`config.mk`:
```
export PLATFORM = sky130hd
export DESIGN_NAME = led_pattern_gen
export DESIGN_NICKNAME = d
export VERILOG_FILES = /design/src/rtl/led_pkg.sv /design/src/rtl/led_channel.sv /design/src/rtl/led_pattern_gen.sv
export SDC_FILE = /design/constraint.sdc
export NUM_CORES = 1
export LEC_CHECK = 0
export ABC_AREA = 0
export CORE_MARGIN = 3
export CORE_UTILIZATION = 39
export DETAILED_ROUTE_END_ITERATION = 12
export SYNTH_ARGS = -nofsm -noshare
export SYNTH_HDL_FRONTEND = slang
export SYNTH_SLANG_ARGS = --single-unit
```
`constraint.sdc`:
```
create_clock -name clk -period 2.15 [get_ports clk]
set_input_delay 0.215 -clock clk [delete_from_list [all_inputs] [get_ports clk]]
set_output_delay 0.215 -clock clk [all_outputs]
set_load 0.005 [all_outputs]
```
`src/rtl/led_pkg.sv`:
```
// led_pkg: shared mode encoding for the LED pattern generator.
// Imported by led_channel and led_pattern_gen.
package led_pkg;

  typedef enum logic [1:0] {
    LED_OFF   = 2'd0,
    LED_ON    = 2'd1,
    LED_BLINK = 2'd2,
    LED_PWM   = 2'd3
  } led_mode_e;

endpackage

```
`src/rtl/led_channel.sv`:
```
// led_channel: one LED output with mode/arg registers and a blink counter.
// Ports: clk, rst, we_i/mode_i/arg_i (config write), tick_i, sync_i,
//        pwm_i (shared PWM count), led_o (registered output).
module led_channel
  import led_pkg::*;
#(
  parameter int CNT_W = 8,
  parameter int PWM_W = 4
) (
  input  logic             clk,
  input  logic             rst,
  input  logic             we_i,
  input  led_mode_e        mode_i,
  input  logic [CNT_W-1:0] arg_i,
  input  logic             tick_i,
  input  logic             sync_i,
  input  logic [PWM_W-1:0] pwm_i,
  output logic             led_o
);

  led_mode_e        mode_q, mode_d;
  logic [CNT_W-1:0] arg_q, arg_d;
  logic [CNT_W-1:0] cnt_q, cnt_d;
  logic             led_q, led_d;

  // A write restarts the phase and overrides any tick or sync.
  always_comb begin
    mode_d = mode_q;
    arg_d  = arg_q;
    cnt_d  = cnt_q;
    led_d  = led_q;
    if (we_i) begin
      mode_d = mode_i;
      arg_d  = arg_i;
      cnt_d  = '0;
      led_d  = (mode_i == LED_ON);
    end else begin
      if (sync_i) cnt_d = '0;
      unique case (mode_q)
        LED_OFF: led_d = 1'b0;
        LED_ON:  led_d = 1'b1;
        LED_BLINK: begin
          if (sync_i) begin
            led_d = 1'b0;
          end else if (tick_i) begin
            if (cnt_q == arg_q) begin
              cnt_d = '0;
              led_d = ~led_q;
            end else begin
              cnt_d = cnt_q + 1'b1;
            end
          end
        end
        LED_PWM: led_d = (pwm_i < arg_q[PWM_W-1:0]);
      endcase
    end
  end

  always_ff @(posedge clk) begin
    if (rst) begin
      mode_q <= LED_OFF;
      arg_q  <= '0;
      cnt_q  <= '0;
      led_q  <= 1'b0;
    end else begin
      mode_q <= mode_d;
      arg_q  <= arg_d;
      cnt_q  <= cnt_d;
      led_q  <= led_d;
    end
  end

  assign led_o = led_q;

endmodule

```
`src/rtl/led_pattern_gen.sv`:
```
// led_pattern_gen: CHANNELS LED drivers sharing a prescaler and PWM counter.
// Ports: clk, rst, cfg_we/cfg_ch/cfg_mode/cfg_arg (config), sync,
//        tick (base tick pulse), led (one bit per channel).
module led_pattern_gen
  import led_pkg::*;
#(
  parameter int  CHANNELS = 4,
  parameter int  DIV      = 4,
  parameter int  CNT_W    = 8,
  parameter int  PWM_W    = 4,
  localparam int CH_W     = (CHANNELS > 1) ? $clog2(CHANNELS) : 1
) (
  input  logic                clk,
  input  logic                rst,
  input  logic                cfg_we,
  input  logic [CH_W-1:0]     cfg_ch,
  input  logic [1:0]          cfg_mode,
  input  logic [CNT_W-1:0]    cfg_arg,
  input  logic                sync,
  output logic                tick,
  output logic [CHANNELS-1:0] led
);

  localparam int PS_W = (DIV > 1) ? $clog2(DIV) : 1;
  localparam logic [PS_W-1:0] PS_LAST = PS_W'(DIV - 1);

  logic [PS_W-1:0]  presc_q, presc_d;
  logic [PWM_W-1:0] pwm_q, pwm_d;
  logic             tick_q, tick_d;

  // tick_q is high in exactly the cycle the prescaler sits at DIV-1,
  // except right after reset/sync where it is forced low.
  always_comb begin
    presc_d = presc_q;
    pwm_d   = pwm_q;
    tick_d  = 1'b0;
    if (sync) begin
      presc_d = '0;
      pwm_d   = '0;
    end else begin
      presc_d = (presc_q == PS_LAST) ? '0 : presc_q + 1'b1;
      tick_d  = (presc_d == PS_LAST);
      if (tick_q) pwm_d = pwm_q + 1'b1;
    end
  end

  always_ff @(posedge clk) begin
    if (rst) begin
      presc_q <= '0;
      pwm_q   <= '0;
      tick_q  <= 1'b0;
    end else begin
      presc_q <= presc_d;
      pwm_q   <= pwm_d;
      tick_q  <= tick_d;
    end
  end

  assign tick = tick_q;

  // Out-of-range channel numbers match no instance and are dropped.
  for (genvar i = 0; i < CHANNELS; i++) begin : g_ch
    logic we;
    assign we = cfg_we && (cfg_ch == CH_W'(i));

    led_channel #(
      .CNT_W (CNT_W),
      .PWM_W (PWM_W)
    ) u_ch (
      .clk    (clk),
      .rst    (rst),
      .we_i   (we),
      .mode_i (led_mode_e'(cfg_mode)),
      .arg_i  (cfg_arg),
      .tick_i (tick_q),
      .sync_i (sync),
      .pwm_i  (pwm_q),
      .led_o  (led[i])
    );
  end

endmodule

```
==> results.toml, run 1 <==
[timing]
fin_crit_ps = 1923
fmax_mhz = 520.1
max_slew_margin_pct = 69.44
whs_ps = 152.3
skew_ps = 12.62
rsz0062_at_grt = "no"
finalHoldViolCount = 0
tightest_slew_ps = 454.2
min_period_over_period_pct = 89.42
setup_slack_ps = 227.4
drv_slew = 0
setup_viol = 0

[grt]
grt_pass1_wl_um = 18400
antenna_found_initial = 0
grt_pass1_vias = 3652
grt-ovfl-total = 0
gr-usage-all-layers_pct = 18.02
grt_start_max_net_pins = 37

[clocking]
cts.path.max_buffers = 2
path_clk_slew_ps = 90
tritoncts = "built"
cts_sinks = 83
cts_buffers = 9
cts_htree_levels = 3
insertion_delay_ps = 360
postCtsSetupRepairBufs = 0
cts-root-buf = "clkbuf_8"

[job]
maxCapViolations = 0

[logic_synthesis]
synth_most_common_cell = "nand2_1"
syn_nets = 579
yosysTopAreaCell = "dfxtp_1"
synthTopCellsByArea = "dfxtp_1, nand2_1, a21oi_1"
synth_common_cells = "nand2_1, dfxtp_1, a21oi_1, xor2_1, inv_1"
synthFlopType = "dfxtp_1"
yosysWarnings = 0
syn_avg_cell_area_sq_um = 7.988
netlist.area_leader.share_pct = 38.24
synthArstFlopShare_pct = 0
yosysUniqueCellTypes = 47
syn_area_sq_um = 4345
synth.yosys.seq_area_share_pct = 38.24
ys_seq_elements = 83
synth_edf_count = 0
syn_inst = 544

[floorplan]
core_sq_um = 10560
start_util_pct = 41.17
die_h_um = 111.6
ios = 21
dieArea_sq_um = 12440
rows = 37
die_w_um = 111.6

[routing]
first_pass_iters = 4
vias = 3866
routed_wl_um = 11010
vias_per_cell = 5.407
post_drt_wl_per_cell_um = 15.39
drt-initial-drc-count = 354
ant_nets = 0
drc = 0

[status]
status = "completed"

[worst_hold_path]
worst_hold_path_type = "primary input to flop"

[worst_setup_path]
path_max_fanout = 12
critPathCaptureType = "flop"
start_kind = "flop"
cp_data_required_time_ps = 2440
cp.arrival_ps = 2210
path_cells = "nand2b_1 > or4_1 > a21oi_2 > buf_4 > a41oi_1 > a31oi_1"
ff2ff_setup_slack_ps = 230
cp_slowest_cell = "dfxtp_1"
critPathKind = "flop to flop"
critPathMaxStageDelay_ps = 550

[layout]
fin_util_pct = 47.21
nets = 610
drive_gt1_share_pct = 9.499
num_antenna_cells = 0
syn_to_final_growth_pct = 14.68
fill_cells = 1046

[power]
ir_worst_vdd_mv = 0.3603
powerDensity_nw_per_um2 = 606.6
power.leakage_nw = 1.976

[place]
gp_congestion = 0.8372
dp_slack_ps = -158.8
port_buffers = 20
hpwlAfterDp_um = 7871
-- critical path: cells and delay by family (launching register included) --
kind	cells	cell delay [ps]
AOI/OAI and AO/OA	3	410
and+or+nand+nor	2	710
buffers and inverters	1	180
DFF	1	550
-- report_power, final --
group / internal [mW] / total, mW / switching (mW)
combinational: 0.128 / 0.293 / 0.165
clock: 0.533 / 1.14 / 0.607
sequential: 1.57 / 1.59 / 0.0250
-- final cells by class --
cell class	count	area, sq um	share of cell area (%)
Clock inverter	6	66.31	1.331
Timing Repair Buffer	50	420.4	8.436
Clock buffer	9	123.9	2.486
Sequential cell	83	1662	33.34
Inverter	22	82.58	1.657
Tap cell	136	170.2	3.415
Multi-Input combinational cell	409	2459	49.33
-- cell families (layout without fill, tap and decap cells) --
family / Yosys count / after routing / synth area share, %
simple gates: 222 / 222 / 24.65
compound gates: 131 / 131 / 18.86
flops: 83 / 83 / 38.24
buf+inv: 52 / 87 / 5.269
xor+xnor: 35 / 35 / 7.055
fa+ha+maj: 19 / 19 / 5.471
mux: 2 / 2 / 0.4607
-- what timing repair did --
action | in CTS | in global routing
hold buffers | 0 | 0
resized for setup | 0 | 1
setup endpoints to repair | 0 | 6
-- routing by layer --
layer | global-route usage, % | part of all wire [%] | up-vias
li1 | - | - | 1960
met1 | 25.85 | 50 | 1813
met2 | 27.62 | 43 | 80
met3 | 2.391 | 4.8 | 13
met4 | 6.732 | 2.2 | 0
met5 | 0 | 0 | -
-- worst paths after layout --
kind                                                         end             startpoint  depth (start not counted)
worst min register to register             presc_q[0]$_SDFF_PP0_  presc_q[0]$_SDFF_PP0_                          1
worst min-delay path             g_ch[3].u_ch.led_o$_SDFFE_PP0P_                    rst                          2
worst max-delay path            g_ch[3].u_ch.cnt_q[6]$_SDFF_PP0_        tick$_SDFF_PP0_                          6
worst max register to register  g_ch[3].u_ch.cnt_q[6]$_SDFF_PP0_        tick$_SDFF_PP0_                          6
-- cells in the final DEF (no fill, tap or decap), types with 3 or more instances in the layout --
cell             instances
a21oi_2                  3
and3_1                   9
clkinvlp_4               3
o21a_1                   3
a21oi_1                 59
or2_2                    3
a22o_1                   5
nand3_1                 20
clkdlybuf4s50_1         19
nand2_1                106
clkbuf_8                 9
o21ai_0                 11
inv_1                   22
a211oi_1                 5
nor2_1                  21
a41oi_1                  6
a32oi_1                  3
a31oi_1                 19
buf_4                   30
nor3_1                   8
nor4_1                  12
xor2_1                  34
and2_1                   3
nor2b_1                  4
a21o_1                   5
nand2b_1                17
ha_1                    19
dfxtp_1                 83
nand3b_1                 5
-- state kept, by name (all words and copies together), names as in the netlist --
register / count
g_ch.u_ch.arg_q: 32
g_ch.u_ch.cnt_q: 32
g_ch.u_ch.mode_q: 8
g_ch.u_ch.led_o: 4
pwm_q: 4
presc_q: 2
tick: 1
-- through the flow --
step | total power, mW | TNS, ps | std cells | area [sq um]
6_report | 3.023 | 0 | 715 | 4984
5_1_grt | 3.132 | 0 | 715 | 4984
4_1_cts | 3.046 | 0 | 715 | 4980
3_5_place_dp | 1.918 | -953.0 | 700 | 4790
3_3_place_gp | 1.913 | -215.4 | 700 | 4790
2_1_floorplan | 1.785 | 0 | 544 | 4345
Note: power is estimated with default switching activity, not from simulation.
==> inputs of run 2 (changes only) <==
--- a/config.mk
+++ b/config.mk
@@ -6,9 +6,11 @@
 export NUM_CORES = 1
 export LEC_CHECK = 0
 export ABC_AREA = 0
+export CORE_ASPECT_RATIO = 1.1
 export CORE_MARGIN = 3
 export CORE_UTILIZATION = 39
 export DETAILED_ROUTE_END_ITERATION = 12
 export SYNTH_ARGS = -nofsm -noshare
 export SYNTH_HDL_FRONTEND = slang
 export SYNTH_SLANG_ARGS = --single-unit
+export TNS_END_PERCENT = 50
==> results.toml, run 2 (synthesized netlist as in run 1, its figures left out) <==
[status]
status = "completed"

[clocking]
path_clk_slew_ps = 60
postCtsSetupRepairBufs = 0
cts_sinks = 83
hold_buffers = 0
insertion_delay_ps = 340
tritoncts = "built"
cts.path.max_buffers = 2
cts-root-buf = "clkbuf_16"
cts-resized-gates = 0
cts_buffers = 9
cts_htree_levels = 3

[grt]
grt-ovfl-total = 0
grt_start_max_net_pins = 28
grt_pass1_wl_um = 18680
gr-usage-all-layers_pct = 18.97
grt_pass1_vias = 3809
antenna_found_initial = 0

[floorplan]
core_sq_um = 10640
dieArea_sq_um = 12450
start_util_pct = 40.85
die_w_um = 106.6
die_h_um = 116.7
rows = 39
ios = 21

[power]
ir_worst_vdd_mv = 0.4309
power.total_mw = 3.412
powerDensity_nw_per_um2 = 670.8
power.leakage_nw = 2.020

[layout]
nets = 609
syn_to_final_growth_pct = 17.05
drive_gt1_share_pct = 9.154
layout_commonest_cell = "nand2_1"
num_antenna_cells = 0
final_cell_count_no_fill = 722
top_regs = "g_ch.u_ch.arg_q x32, g_ch.u_ch.cnt_q x32, g_ch.u_ch.mode_q x8"
final_cell_mix = "nand2_1, dfxtp_1, a21oi_1"

[routing]
vias = 3907
drc = 0
first_pass_iters = 4
drt-initial-drc-count = 247
routed_wl_um = 11020
vias_per_cell = 5.411
post_drt_wl_per_cell_um = 15.26
ant_nets = 0

[timing]
setup_viol = 0
setup_slack_ps = 269.1
skew_ps = 7.218
finalHoldViolCount = 0
tightest_slew_ps = 448.6
fin_crit_ps = 1881
min_period_over_period_pct = 87.48
fmax_mhz = 531.7
rsz0062_at_grt = "no"
max_slew_margin_pct = 69.69
drv_slew = 0

[place]
hpwlAfterDp_um = 7948
dp_slack_ps = -50.89
gp_congestion = 0.8198
port_buffers = 20
place_inst = 706

[worst_setup_path]
cp.arrival_ps = 2150
reg2reg_depth = 7
reg2reg_to = "g_ch[0].u_ch.cnt_q[6]$_SDFF_PP0_"
path_max_fanout = 12
ff2ff_setup_slack_ps = 270
worstReg2RegStart = "tick$_SDFF_PP0_"
start_kind = "flop"
critPathCaptureType = "flop"
critPathKind = "flop to flop"
cp_data_required_time_ps = 2420

[worst_hold_path]
min_from = "rst"
whs_path_depth = 2
worst_hold_path_type = "primary input to flop"
min_to = "g_ch[1].u_ch.mode_q[1]$_SDFFE_PP0P_"

[job]
maxCapViolations = 0
[run 2: changes by cell type in the layout (fill, tap and decap cells not counted), sizes merged]
cell | before | now
buf | 31 | 30
clkinv | 1 | 2
clkbuf | 9 | 10
inv | 23 | 22
[run 2: how the worst max path moves through the flow]
| stage | cells past startpoint | slack [ps] | startpoint | endpoint |
|---|---|---|---|---|
| after floorplan | 7 | 340 | tick$_SDFF_PP0_ | g_ch[3].u_ch.cnt_q[5]$_SDFF_PP0_ |
| after global placement | 7 | 10 | cfg_ch[1] | g_ch[1].u_ch.cnt_q[5]$_SDFF_PP0_ |
| after detailed placement | 7 | -50 | cfg_we | g_ch[3].u_ch.cnt_q[6]$_SDFF_PP0_ |
| after CTS | 7 | 290 | tick$_SDFF_PP0_ | g_ch[0].u_ch.cnt_q[6]$_SDFF_PP0_ |
| after global routing | 7 | 120 | tick$_SDFF_PP0_ | g_ch[2].u_ch.cnt_q[6]$_SDFF_PP0_ |
| final | 7 | 270 | tick$_SDFF_PP0_ | g_ch[0].u_ch.cnt_q[6]$_SDFF_PP0_ |
[run 2: cell type report]
| class | count | area [sq um] |
|---|---|---|
| Fill cell | 1079 | 5552 |
| Multi-Input combinational cell | 409 | 2455 |
| Sequential cell | 83 | 1662 |
| Timing Repair Buffer | 49 | 412.9 |
| Clock buffer | 10 | 229.0 |
| Tap cell | 143 | 178.9 |
| Inverter | 22 | 82.58 |
| Clock inverter | 6 | 66.31 |
[run 2: stage by stage]
stage | util (%) | instance area, sq um | hold slack [ps] | TNS, ps
after floorplan | - | 4345 | 351.0 | 0
after detailed placement | 45.04 | 4791 | 446.1 | -112.4
final | 47.81 | 5086 | 140.9 | 0
after global placement | 45.04 | 4791 | 435.2 | 0
after global routing | 47.81 | 5086 | 130.7 | 0
after CTS | 47.81 | 5086 | 125.3 | 0
[run 2: worst max-delay path: stages, from the launching register on]
cell and delay [ps]:
dfxtp_1 420, buf_4 240, nor4bb_1 400, nand3_1 140, a21oi_1 160, buf_4 180, a41oi_1 120, a31oi_1 150
[run 2: layer usage]
metal | part of all wire, % | wire length [um] | global-route usage [%] | up-vias
met3 | 5.1 | 561 | 3.814 | 7
li1 | - | - | - | 1964
met1 | 49 | 5420 | 26.35 | 1846
met5 | 0 | 0 | 0 | -
met2 | 45 | 4951 | 30.60 | 90
met4 | 0.79 | 87 | 4.348 | 0
[run 2: power breakdown]
part	internal [mW]	switching [mW]
logic	0.124	0.164
registers	1.57	0.0245
clock network	0.900	0.632
total	2.59	0.820
==> inputs of run 3 (changes only) <==
--- a/config.mk
+++ b/config.mk
@@ -8,8 +8,9 @@
 export ABC_AREA = 0
 export CORE_ASPECT_RATIO = 1.1
 export CORE_MARGIN = 3
-export CORE_UTILIZATION = 39
+export CORE_UTILIZATION = 26
 export DETAILED_ROUTE_END_ITERATION = 12
+export DONT_BUFFER_PORTS = 1
 export SYNTH_ARGS = -nofsm -noshare
 export SYNTH_HDL_FRONTEND = slang
 export SYNTH_SLANG_ARGS = --single-unit
==> results.toml, run 3 (synthesized netlist as in run 1, its figures left out) <==
[layout]
num_antenna_cells = 0
final_cell_count_no_fill = 746
top_regs = "g_ch.u_ch.arg_q x32, g_ch.u_ch.cnt_q x32, g_ch.u_ch.mode_q x8"
fill_cells = 1688
nets = 576
layout_commonest_cell = "nand2_1"
final_cell_mix = "nand2_1, dfxtp_1, a21oi_1"
syn_to_final_growth_pct = 12.41
fin_util_pct = 30.46
drive_gt1_share_pct = 6.044

[job]
maxCapViolations = 0

[floorplan]
core_sq_um = 16040
die_h_um = 141.6
dieArea_sq_um = 18300
ios = 21
rows = 48
start_util_pct = 27.10
die_w_um = 129.3

[timing]
min_period_over_period_pct = 89.04
drv_slew = 0
fin_crit_ps = 1914
skew_ps = 5.807
finalHoldViolCount = 0
tightest_slew_ps = 581.4
rsz0062_at_grt = "no"
max_slew_margin_pct = 60.88
setup_viol = 0
fin_setup_tns_ps = 0
fmax_mhz = 522.3

[clocking]
tritoncts = "built"
path_clk_slew_ps = 60
cts_htree_levels = 3
cts.path.max_buffers = 2
insertion_delay_ps = 340
cts_sinks = 83
postCtsSetupRepairBufs = 0
cts-root-buf = "clkbuf_16"
cts_buffers = 9

[power]
ir_worst_vdd_mv = 0.3495
powerDensity_nw_per_um2 = 684.1
power.leakage_nw = 1.890

[worst_hold_path]
min_to = "g_ch[0].u_ch.arg_q[5]$_SDFFE_PP0P_"
min_from = "cfg_arg[5]"
worst_hold_path_type = "primary input to flop"
whs_path_depth = 2

[worst_setup_path]
reg2reg_to = "g_ch[3].u_ch.cnt_q[3]$_SDFF_PP0_"
cp_data_required_time_ps = 2380
critPathCaptureType = "flop"
cp.arrival_ps = 2140
worstReg2RegStart = "g_ch[3].u_ch.cnt_q[2]$_SDFF_PP0_"
path_max_fanout = 12
critPathKind = "flop to flop"
start_kind = "flop"
reg2reg_depth = 5
ff2ff_setup_slack_ps = 240

[place]
hpwlAfterDp_um = 7548
place_inst = 725
gp_congestion = 0.7862
port_buffers = 0

[routing]
vias_per_cell = 5.056
drc = 0
first_pass_iters = 4
routed_wl_um = 11290
vias = 3772
drt-initial-drc-count = 149
ant_nets = 0
post_drt_wl_per_cell_um = 15.13

[grt]
grt_pass1_wl_um = 18870
gr-usage-all-layers_pct = 13.06
antenna_found_initial = 0
grt_start_max_net_pins = 52
grt_pass1_vias = 3582
grt-ovfl-total = 0

[status]
status = "completed"
## run 3: worst max path at each step
stage / depth (start not counted) / from / slack [ps] / to
3_3_place_gp: 5 / g_ch[3].u_ch.cnt_q[5]$_SDFF_PP0_ / 300 / g_ch[3].u_ch.cnt_q[3]$_SDFF_PP0_
6_report: 5 / g_ch[3].u_ch.cnt_q[2]$_SDFF_PP0_ / 240 / g_ch[3].u_ch.cnt_q[3]$_SDFF_PP0_
5_1_grt: 5 / tick$_SDFF_PP0_ / 20 / g_ch[1].u_ch.cnt_q[6]$_SDFF_PP0_
4_1_cts: 5 / tick$_SDFF_PP0_ / 230 / g_ch[0].u_ch.cnt_q[5]$_SDFF_PP0_
2_1_floorplan: 7 / tick$_SDFF_PP0_ / 340 / g_ch[3].u_ch.cnt_q[5]$_SDFF_PP0_
3_5_place_dp: 5 / tick$_SDFF_PP0_ / 250 / g_ch[0].u_ch.cnt_q[5]$_SDFF_PP0_
## run 3: report_power, final
| part | internal, mW | leakage (nW) | switching, mW |
|---|---|---|---|
| logic | 0.0865 | 1.08 | 0.128 |
| clock network | 0.932 | 0.141 | 0.601 |
| registers | 1.57 | 0.672 | 0.0262 |
## run 3: routing by layer
layer / GRT usage [%] / up-vias / routed length [um]
met5: 0 / - / 0
met4: 4.699 / 0 / 195
met3: 2.974 / 18 / 722
met2: 19.08 / 75 / 4953
met1: 18.75 / 1769 / 5416
li1: - / 1910 / -
## run 3: layout make-up
cell class	count	area, sq um	area share [%]
Tap cell	200	250.2	5.123
Sequential cell	83	1662	34.02
Clock inverter	2	35.03	0.7172
Multi-Input combinational cell	409	2459	50.33
Clock buffer	14	254.0	5.200
Inverter	22	82.58	1.691
Timing Repair Buffer	16	142.6	2.920
## run 3: what timing repair did
action	4_1_cts	5_1_grt
endpoints found under the setup margin	0	2
hold buffers	5	0
gates resized for setup	0	1
endpoints found under the hold margin	51	0
## run 3: through the flow
| stage | cell area (sq um) | hold slack, ps | power (mW) | setup slack, ps |
|---|---|---|---|---|
| floorplan | 4345 | 351.0 | 1.785 | 340.4 |
| finish | 4885 | 9.071 | 3.342 | 235.5 |
| detailed placement | 4532 | 304.7 | 1.812 | 254.9 |
| global route | 4885 | 3.956 | 3.461 | 21.02 |
| CTS | 4881 | 0.6092 | 3.379 | 234.6 |
| global placement | 4532 | 300.6 | 1.810 | 297.6 |
## run 3: critical path, stage by stage (launching register included)
cell and delay (ps):
dfxtp_1 450, xor2_1 100, nor4_1 540, a21oi_2 270, a21o_1 220, a22o_1 210
